==> src/rtl/imem_loader.sv <==
// imem_loader
//   Fills the instruction memory from a UART byte stream while holding the
//   core, then releases it. The stream starts with a 16-bit little-endian
//   word count, followed by that many 32-bit little-endian words.
//
// Ports
//   clk          system clock
//   rst          synchronous reset, active-high
//   start        one-cycle pulse: begin (or restart) a load
//   rx_valid     one-cycle pulse per received byte
//   rx_data      received byte
//   imem_we      IMEM write strobe, one cycle per word
//   imem_addr    IMEM word address
//   imem_wdata   IMEM write data
//   core_hold    1 keeps the core in reset / PC stalled
//   done         sticky: load finished successfully
//   err          sticky: load aborted (oversize count or timeout)
//   words_loaded words written in the current/last load
module imem_loader #(
  parameter int ADDR_WIDTH     = 10,
  parameter int TIMEOUT_CYCLES = 1000000
) (
  input  logic                  clk,
  input  logic                  rst,
  input  logic                  start,
  input  logic                  rx_valid,
  input  logic [7:0]            rx_data,
  output logic                  imem_we,
  output logic [ADDR_WIDTH-1:0] imem_addr,
  output logic [31:0]           imem_wdata,
  output logic                  core_hold,
  output logic                  done,
  output logic                  err,
  output logic [15:0]           words_loaded
);

  localparam int              TW     = $clog2(TIMEOUT_CYCLES + 1);
  localparam logic [16:0]     CAP    = 17'(2 ** ADDR_WIDTH);
  localparam logic [TW-1:0]   T_LAST = TW'(TIMEOUT_CYCLES - 1);

  typedef enum logic [2:0] {IDLE, LEN_LO, LEN_HI, DATA, DONE, ERROR} state_t;

  state_t        state, state_next;
  logic [15:0]   count;
  logic [23:0]   word_lo;   // first three bytes of the word being assembled
  logic [1:0]    idx;
  logic [TW-1:0] tcnt;

  logic        active;
  logic        timeout_hit;
  logic        word_done;
  logic        last_word;
  logic [15:0] len;

  assign active      = (state == LEN_LO) || (state == LEN_HI) || (state == DATA);
  // tcnt has already counted T-1 idle cycles; this idle cycle is the T-th
  assign timeout_hit = active && !rx_valid && (tcnt == T_LAST);
  assign len         = {rx_data, count[7:0]};
  assign word_done   = (state == DATA) && rx_valid && (idx == 2'd3);
  assign last_word   = word_done && ((words_loaded + 16'd1) == count);

  always_ff @(posedge clk) begin
    if (rst) state <= IDLE;
    else     state <= state_next;
  end

  always_comb begin
    state_next = state;
    case (state)
      IDLE:   if (start) state_next = LEN_LO;
      LEN_LO: begin
        if (timeout_hit)   state_next = ERROR;
        else if (rx_valid) state_next = LEN_HI;
      end
      LEN_HI: begin
        if (timeout_hit) state_next = ERROR;
        else if (rx_valid) begin
          if (len == 16'd0)             state_next = DONE;
          else if ({1'b0, len} > CAP)   state_next = ERROR;
          else                          state_next = DATA;
        end
      end
      DATA: begin
        if (timeout_hit)    state_next = ERROR;
        else if (last_word) state_next = DONE;
      end
      DONE:    if (start) state_next = LEN_LO;
      ERROR:   if (start) state_next = LEN_LO;
      default: state_next = IDLE;
    endcase
  end

  always_ff @(posedge clk) begin
    if (rst) begin
      core_hold    <= 1'b1;
      imem_we      <= 1'b0;
      imem_addr    <= '0;
      imem_wdata   <= '0;
      done         <= 1'b0;
      err          <= 1'b0;
      words_loaded <= '0;
      idx          <= '0;
      tcnt         <= '0;
    end else begin
      imem_we   <= 1'b0;
      // Registered so the release lands the cycle after the final write,
      // and re-asserts as soon as a reload leaves DONE.
      core_hold <= !((state == DONE) && (state_next == DONE));

      if ((state_next != state) || rx_valid || !active) tcnt <= '0;
      else                                              tcnt <= tcnt + 1'b1;

      if (start && ((state == IDLE) || (state == DONE) || (state == ERROR))) begin
        done         <= 1'b0;
        err          <= 1'b0;
        words_loaded <= '0;
        imem_addr    <= '0;
        idx          <= '0;
      end

      if ((state == LEN_HI) && rx_valid) idx <= '0;

      if ((state == DATA) && rx_valid && !word_done) idx <= idx + 2'd1;

      if (word_done) begin
        idx          <= '0;
        imem_we      <= 1'b1;
        imem_wdata   <= {rx_data, word_lo};
        imem_addr    <= words_loaded[ADDR_WIDTH-1:0];
        words_loaded <= words_loaded + 16'd1;
      end

      if ((state_next == DONE) && (state != DONE))   done <= 1'b1;
      if ((state_next == ERROR) && (state != ERROR)) err  <= 1'b1;
    end
  end

  // Count and partial-word bytes carry no reset; they are always written
  // before use in a load.
  always_ff @(posedge clk) begin
    if ((state == LEN_LO) && rx_valid) count[7:0]  <= rx_data;
    if ((state == LEN_HI) && rx_valid) count[15:8] <= rx_data;
    if ((state == DATA) && rx_valid) begin
      case (idx)
        2'd0:    word_lo[7:0]   <= rx_data;
        2'd1:    word_lo[15:8]  <= rx_data;
        2'd2:    word_lo[23:16] <= rx_data;
        default: ;
      endcase
    end
  end

endmodule

==> config.mk <==
export PLATFORM = sky130hd
export DESIGN_NAME = imem_loader
export DESIGN_NICKNAME = d
export VERILOG_FILES = /design/src/rtl/imem_loader.sv
export SDC_FILE = /design/constraint.sdc
export NUM_CORES = 1
export LEC_CHECK = 0
export CAP_MARGIN = 20
export CORE_MARGIN = 10
export CORE_UTILIZATION = 44
export CTS_CLUSTER_DIAMETER = 40
export DETAILED_ROUTE_END_ITERATION = 10
export HOLD_SLACK_MARGIN = 0.06
export PLACE_DENSITY = 0.66
export SYNTH_ARGS = -nofsm -noshare
export SYNTH_HDL_FRONTEND = slang
export SYNTH_SLANG_ARGS = --single-unit
==> constraint.sdc <==
create_clock -name clk -period 2.3 [get_ports clk]
set_input_delay 0.23 -clock clk [delete_from_list [all_inputs] [get_ports clk]]
set_output_delay 0.23 -clock clk [all_outputs]
set_load 0.05 [all_outputs]
**Word level (Yosys, flattened, before mapping)**

Index checks and enable logic that the tools add are counted.

- $add $sub $neg: 3
- Multiplexer cells: 21
- Eq/ne operators: 15
- Reductions and logical operators: 35
- Magnitude comparators: 1

Operator list:

| operator | number |
|---|---|
| $mux W16 | 2 |
| $mux W3 | 9 |
| $add A20 B1 Y20 const B | 1 |
| $eq A20 B20 Y1 const B | 1 |
| $mux W10 | 2 |
| $add A16 B1 Y16 const B | 1 |
| $eq A16 B16 Y1 | 1 |
| $gt A16 B11 Y1 const B | 1 |
| $logic_not A16 Y1 | 1 |
| $eq A3 B3 Y1 const B | 4 |
| $logic_and A1 B1 Y1 | 12 |
| $pmux W3 S4 | 1 |
| $eq A3 B2 Y1 const B | 2 |
| $logic_or A1 B1 Y1 | 6 |
| $mux W2 | 3 |
| $ne A3 B3 Y1 const B | 2 |
| $reduce_and A2 Y1 | 3 |
| $reduce_bool A2 Y1 | 3 |
| $eq A2 B2 Y1 const B | 2 |
| $logic_not A1 Y1 | 4 |
| $mux W1 | 4 |
| $reduce_or A2 Y1 | 2 |
| $eq A3 B1 Y1 const B | 1 |
| $logic_not A3 Y1 | 1 |
| other kinds (6) | 6 |

- Input bits: 12
- Logic and storage cells: 90
- Output and inout port bits: 62
- Bits in registers: 127

**Logic depth before layout (Yosys ltp)**

Gate-level depths: netlist of the first run.

- Word-level depth: 11
- Gate-level depth with buffers: 9
- Depth with buffers taken out: 8

**Worst setup path after synthesis of the first run**

No wires, ideal clock.

- Path kind: register to register
- Start point: register words_loaded[0]
- End point: register state[1]
- Data required time: 2.183 ns
- Arrival time: 2.401 ns
- Slack: -0.217 ns
- Stages on the path, launching flop included: 9
- Library setup time: 0.117 ns
- Period minus slack after synthesis: 2.517 ns
- Path buffers: 0
- Cells stage by stage: dfxtp_1 > ha_1 > and3_1 > and2_1 > xnor2_1 > o311ai_0 > nor4_1 > nand4_1 > and4b_1

- Cells in the longest elaborated chain, start to end: 6

Ends and longest elaborated chain:

| element | line | text |
|---|---|---|
| start, declared | 34 | `output logic [15:0] words_loaded` |
| start signal, assigned | 130 | `words_loaded <= words_loaded + 16'd1;` |
| $add A16 B1 Y16 | 60 | `assign last_word = word_done && ((words_loaded + 16'd1) == count);` |
| $eq A16 B16 Y1 | 60 |  |
| $logic_and A1 B1 Y1 | 60 |  |
| $mux W3 | 85 | `else if (last_word) state_next = DONE;` |
| $mux W3 | 84 | `if (timeout_hit) state_next = ERROR;` |
| $pmux W3 S4 | 69 | `case (state)` |
| end signal, assigned | 64 | `else state <= state_next;` |
| end, declared | 43 | `state_t state, state_next;` |

Every way passes these cells.
A chain may end at the register's enable or synchronous reset.

**Worst setup path after layout of the first run**

- Start point: register count[5]
- End point: register tcnt[9]

- Cells in the longest elaborated chain, start to end: 10
- Elaborated cells between the ends (all ways): 15
- Those cells by class: order compare: 1; eq/ne: 2; mux: 7; reduce/logical: 5

Ends and longest elaborated chain:

| element | line | text |
|---|---|---|
| start, declared | 44 | `logic [15:0] count;` |
| start signal, assigned | 141 | `if ((state == LEN_LO) && rx_valid) count[7:0] <= rx_data;` |
| $gt A16 B11 Y1 | 79 | `else if ({1'b0, len} > CAP) state_next = ERROR;` |
| $mux W3 | 79 |  |
| $mux W3 | 78 | `if (len == 16'd0) state_next = DONE;` |
| $mux W3 | 77 | `else if (rx_valid) begin` |
| $mux W3 | 76 | `if (timeout_hit) state_next = ERROR;` |
| $pmux W3 S4 * | 69 |  |
| $ne A3 B3 Y1 * | 110 | `if ((state_next != state) \|\| rx_valid \|\| !active) tcnt <= '0;` |
| $logic_or A1 B1 Y1 * (2 in series) | 110 |  |
| $reduce_or A2 Y1 (no source line) * | - |  |
| end signal, assigned | 111 | `else tcnt <= tcnt + 1'b1;` |
| end, declared | 47 | `logic [TW-1:0] tcnt;` |

Mark *: on every way between the ends. The rest lies on a longest branch, timed or not.

==> metrics.cfg, run 1 <==
[floorplan]
row_count=39
start_util_pct=45.6
io_pins=74
die-area_um2=16800
die_w_um=130
core_region_area_um2=11600
die_h_um=130

[worst_setup_path]
regToRegSetupSlack_ns=0.02
r2r-start=count[5]
crit_type=reg -> reg
end_kind=flip-flop
worstPathMaxFanout=5
r2r-end=tcnt[9]
cp-start-kind=flip-flop
r2r_cells=7
arrival_ns=2.62
required_ns=2.65

[sta]
hold_viol_final=0
fin_worst_skew_ns=0.00576
finalSetupTns_ns=0
rsz0062_at_grt=true
slew_headroom_pct=61.3
setup_viol=0
max_freq_mhz=440
worst_pin_slew_ns=0.581
maxSlewViolCount=0
finalCriticalPeriod_ns=2.28
post-route-period-util_pct=98.9
hold-worst-slack_ns=0.289

[synth]
synth_warnings=0
synthArstFlopShare_pct=0
syn-mean-instance-area_um2=9.62
netlist.area_leader.share_pct=32.9
synth_top_flop_cell=dfxtp_1
yosysTopAreaCell=dfxtp_1
syn-instance-count=550
synthesis.nets=568
synth_edf_count=40
yosys-top-cells-area=dfxtp_1 (33%), edfxtp_1 (23%), nand2_1 (6.5%)
synth_area_um2=5290
ys_ff_latch=127
yosysUniqueCellTypes=55
ys_seq_area_share_pct=55.6

[final_layout]
diodes=0
post-route-util_pct=61.9
multiInputGateArea_um2=2270
drive_gt1_share_pct=17.7
final_area_um2=7180
area_delta_synth_final_pct=35.7
fillers=978
regArea_um2=2960
layout.cells.most_common=nand2_1
nNetsFinal=688
layout_common_cells=nand2_1 (90), dfxtp_1 (78), clkdlybuf4s50_1 (72)

[global_routing]
grt_pass1_vias=4386
overflow=0
grt_antenna_before_repair=0
grt_pass1_wl_um=21600
grt_max_degree=57
grt_use_total_pct=16.3

[flow_run]
maxCapViolCount=0

[clocking]
ctsHtreeMaxLevel=4
cts_tree=built
cts_inserted_buffers=17
clkSinkCount=127
holdBufCountCts=0
cts_buffer_depth=2
path_clk_slew_ns=0.05
root_buffer=clkbuf_16
insertion_delay_ns=0.41

[run_status]
status=finished clean

[power_and_ir_drop]
p_comb_share_pct=3.8
cellPowerDensity_nw_per_um2=714
p_sw_uw=1060
p_sw_share_pct=20.7
intPower_uw=4070
power.leakage_uw=0.00252
seqPwrFrac_pct=45.5
pwr-share-clk_pct=50.7
vdd_drop_max_v=0.000521

[placed_design]
dp_hpwl_um=9380
dpl-instance-area_um2=6480
io_buffers=73
gp_congestion=0.838

[route]
drtAntennaViolNets=0
drc=0
post_drt_via_cell_ratio=5.33
wl_um=13500
firstDrtPassIters=4
wl_per_cell_um=16.3
vias=4399
dr.first_iter.drc_count=392

[min_path]
holdPathEnd=words_loaded[0]
hp-class=in -> reg
holdPathStages=2
min_from=rst

==> how the worst max path moves through the flow <==
stage	startpoint	end	slack, ns	cells past startpoint
4_1_cts	count[3]	tcnt[9]	0.006	7
2_1_floorplan	words_loaded[6]	state[1]	0.02	9
5_1_grt	count[5]	tcnt[2]	-0.1	7
3_5_place_dp	rx_data[0]	tcnt[9]	-0.43	8
3_3_place_gp	rx_data[0]	tcnt[18]	-0.41	8
6_report	count[5]	tcnt[9]	0.02	7
==> flip-flops by register name, summed over array words and instances (netlist names) <==
signal and count:
imem_wdata 32, word_lo 24, tcnt 20, count 16, words_loaded 16, imem_addr 10, state 3, idx 2
core_hold 1, done 1, err 1, imem_we 1
==> Yosys cell counts, types with 2 or more instances <==
| cell | count |
|---|---|
| xor2_1 | 20 |
| edfxtp_1 | 40 |
| buf_1 | 2 |
| ha_1 | 6 |
| a21oi_1 | 55 |
| nand3_1 | 12 |
| or3_1 | 9 |
| nor4_1 | 5 |
| nor4b_1 | 2 |
| a22o_1 | 12 |
| a41oi_1 | 2 |
| and3_1 | 6 |
| and2_1 | 6 |
| and4_1 | 2 |
| or3b_2 | 2 |
| nand3b_1 | 3 |
| a211oi_1 | 2 |
| o21ai_0 | 19 |
| nor3_1 | 9 |
| clkbuf_1 | 20 |
| buf_6 | 4 |
| nand4_1 | 7 |
| xnor2_1 | 20 |
| or4_1 | 5 |
| buf_2 | 5 |
| nor2_1 | 61 |
| dfxtp_1 | 87 |
| nand2_1 | 91 |
| and4b_1 | 2 |
| inv_1 | 9 |
==> worst max-delay path, stage by stage (launching register included) <==
cell and delay [ns]:
edfxtp_1 0.41, nor4_2 0.28, nand3_1 0.15, xnor2_1 0.15, or3_1 0.33, a211o_2 0.35
or3_4 0.42, nor2_1 0.12
==> power groups by stage <==
stage | registers, uW | clock network (uW) | logic [uW]
detailed placement | 2380 | 0 | 178
CTS | 2330 | 2650 | 186
global placement | 2380 | 0 | 173
floorplan | 2380 | 0 | 87.0
finish | 2340 | 2600 | 193
global route | 2340 | 2760 | 209
==> logic make-up (layout without fill, tap and decap cells) <==
| kind of cell | Yosys count | in the layout | share of synthesized area, % |
|---|---|---|---|
| compound gates | 103 | 103 | 11.8 |
| xor+xnor | 40 | 40 | 6.62 |
| mux | 2 | 2 | 0.402 |
| buf+inv | 41 | 172 | 3.62 |
| flops | 127 | 127 | 55.6 |
| simple gates | 230 | 232 | 20.4 |
| fa+ha+maj | 7 | 7 | 1.61 |
==> routing by layer <==
layer | track usage, % | vias to the layer above | part of all wire (%)
li1 | - | 2165 | -
met1 | 19.0 | 2111 | 42
met2 | 27.0 | 104 | 49
met3 | 5.14 | 19 | 6.4
met4 | 7.67 | 0 | 2.0
met5 | 0 | - | 0
==> cell type report <==
class                           count  area share, %
Timing Repair Buffer              131           16.2
Multi-Input combinational cell    384           31.6
Clock inverter                     12           1.60
Tap cell                          143           2.49
Inverter                            9          0.470
Sequential cell                   127           41.2
Clock buffer                       20           6.51
==> stage by stage <==
step	power, uW	setup slack, ns	std cells
CTS	5170	0.00573	825
global placement	2550	-0.410	790
finish	5130	0.0247	826
global route	5300	-0.0987	826
detailed placement	2560	-0.427	790
floorplan	2470	0.0160	550
==> repair_timing <==
item                                    CTS  global route
gates resized for setup                   5            17
cloned                                    2             0
endpoints found under the setup margin   22            26
buffers inserted                          1             1
pin swaps                                 6             7
Note: power is estimated with default switching activity, not from simulation.
==> run 2, diff against run 1 <==
CAP_MARGIN = 10   (was 20)
SKIP_CTS_REPAIR_TIMING = 1   (was default)
==> metrics.cfg, run 2 (synthesis gave the netlist of run 1 again) <==
[floorplan]
io_pins=74
row_count=39
die-area_um2=16800
die_w_um=130
core_region_area_um2=11600
start_util_pct=45.6
die_h_um=130

[flow_run]
maxCapViolCount=0

[final_layout]
final_area_um2=7140
layout.cells.most_common=nand2_1
largest_register=imem_wdata
drive_gt1_share_pct=17.2
area_delta_synth_final_pct=34.8
top_regs=imem_wdata x32, word_lo x24, tcnt x20
nNetsFinal=686
layout_common_cells=nand2_1 (90), dfxtp_1 (78), clkdlybuf4s50_1 (72)
largest_register_ffs=32
diodes=0

[route]
vias=4399
post_drt_via_cell_ratio=5.34
drc=0
wl_per_cell_um=16.3
firstDrtPassIters=4
dr.first_iter.drc_count=325
drtAntennaViolNets=0
wl_um=13400

[clocking]
cts_buffer_depth=2
cts_tree=built
ctsHtreeMaxLevel=4
cts_inserted_buffers=17
insertion_delay_ns=0.41
root_buffer=clkbuf_16
clkSinkCount=127
path_clk_slew_ns=0.06

[worst_setup_path]
worst_path_max_delay_cell=or3_4
regToRegSetupSlack_ns=-0.02
arrival_ns=2.67
crit_path_end=tcnt[9]
r2r-end=tcnt[9]
crit_type=reg -> reg
r2r-start=count[2]
cp-start-kind=flip-flop
end_kind=flip-flop
crit_chain=nor4_2 -> nand3_1 -> xnor2_1 -> or3_1 -> a211o_2 -> or3_4 -> nor2_1
path_buf_inv=0
r2r_cells=7
slowest_delay_ns=0.43
required_ns=2.64
worstPathMaxFanout=5
cp_num_cells=7
crit_start=count[2]
crit_family=simple AND/OR/NAND/NOR gates

[run_status]
status=finished with violations
violations=negative setup slack

[placed_design]
gp_congestion=0.838
dpl-instance-area_um2=6480
dp_hpwl_um=9380
io_buffers=73

[power_and_ir_drop]
total_power_uw=5130
vdd_drop_max_v=0.000515
power.leakage_uw=0.00250
cellPowerDensity_nw_per_um2=718

[sta]
finalCriticalPeriod_ns=2.32
hold-worst-slack_ns=0.295
worst_pin_slew_ns=0.585
slew_headroom_pct=61.0
fin_worst_skew_ns=0.00621
post-route-period-util_pct=101
max_freq_mhz=431
fin_ws_ns=-0.0209
hold_viol_final=0
setup_viol=6
maxSlewViolCount=0
rsz0062_at_grt=true

[global_routing]
grt_pass1_wl_um=21200
grt_use_total_pct=16.0
overflow=0
grt_antenna_before_repair=0
grt_pass1_vias=4334
grt_max_degree=57

[min_path]
hp-class=in -> reg

## run 2: area by class of cell
cell class	instances	area, um2
clock buffers	20	468
clock inverters	12	115
fillers	982	4480
inverters	9	33.8
multi-input cells	384	2240
flip-flops and latches	127	2960
well taps	143	179
repair buffers	129	1150
## run 2: metal layers
layer / share of wire [%] / track usage (%)
met1: 42 / 18.6
met2: 50 / 26.6
met3: 6.7 / 4.98
met4: 1.6 / 7.34
met5: 0 / 0
## run 2: worst min path at each step
stage	cells after the start	slack [ns]	start	to
final	2	0.29	rst	words_loaded[12]
after global routing	2	0.30	rst	words_loaded[12]
after CTS	2	0.25	rst	words_loaded[12]
after detailed placement	2	0.45	imem_wdata[0]	imem_wdata[0]
after global placement	1	0.43	tcnt[0]	tcnt[0]
after floorplan	0	0.33	rx_data[0]	count[0]
## run 2: worst register-to-register path: stages (launching register included)
cell,delay (ns)
edfxtp_1,0.41
nor4_2,0.30
nand3_1,0.16
xnor2_1,0.16
or3_1,0.33
a211o_2,0.35
or3_4,0.43
nor2_1,0.12
## run 2: metrics by stage
| stage | setup WS [ns] | TNS [ns] | util [%] | cells |
|---|---|---|---|---|
| floorplan | 0.0160 | 0 | - | 550 |
| global placement | -0.410 | -9.54 | 55.8 | 790 |
| detailed placement | -0.427 | -9.96 | 55.8 | 790 |
| CTS | -0.0754 | -1.12 | 60.8 | 822 |
| global route | -0.132 | -2.04 | 61.4 | 824 |
| finish | -0.0209 | -0.0469 | 61.4 | 824 |
## run 2: report_power, final
group	switching [uW]	internal, uW	total [uW]
Clock	932	1670	2600
Combinational	114	76.0	190
Sequential	11.3	2320	2340
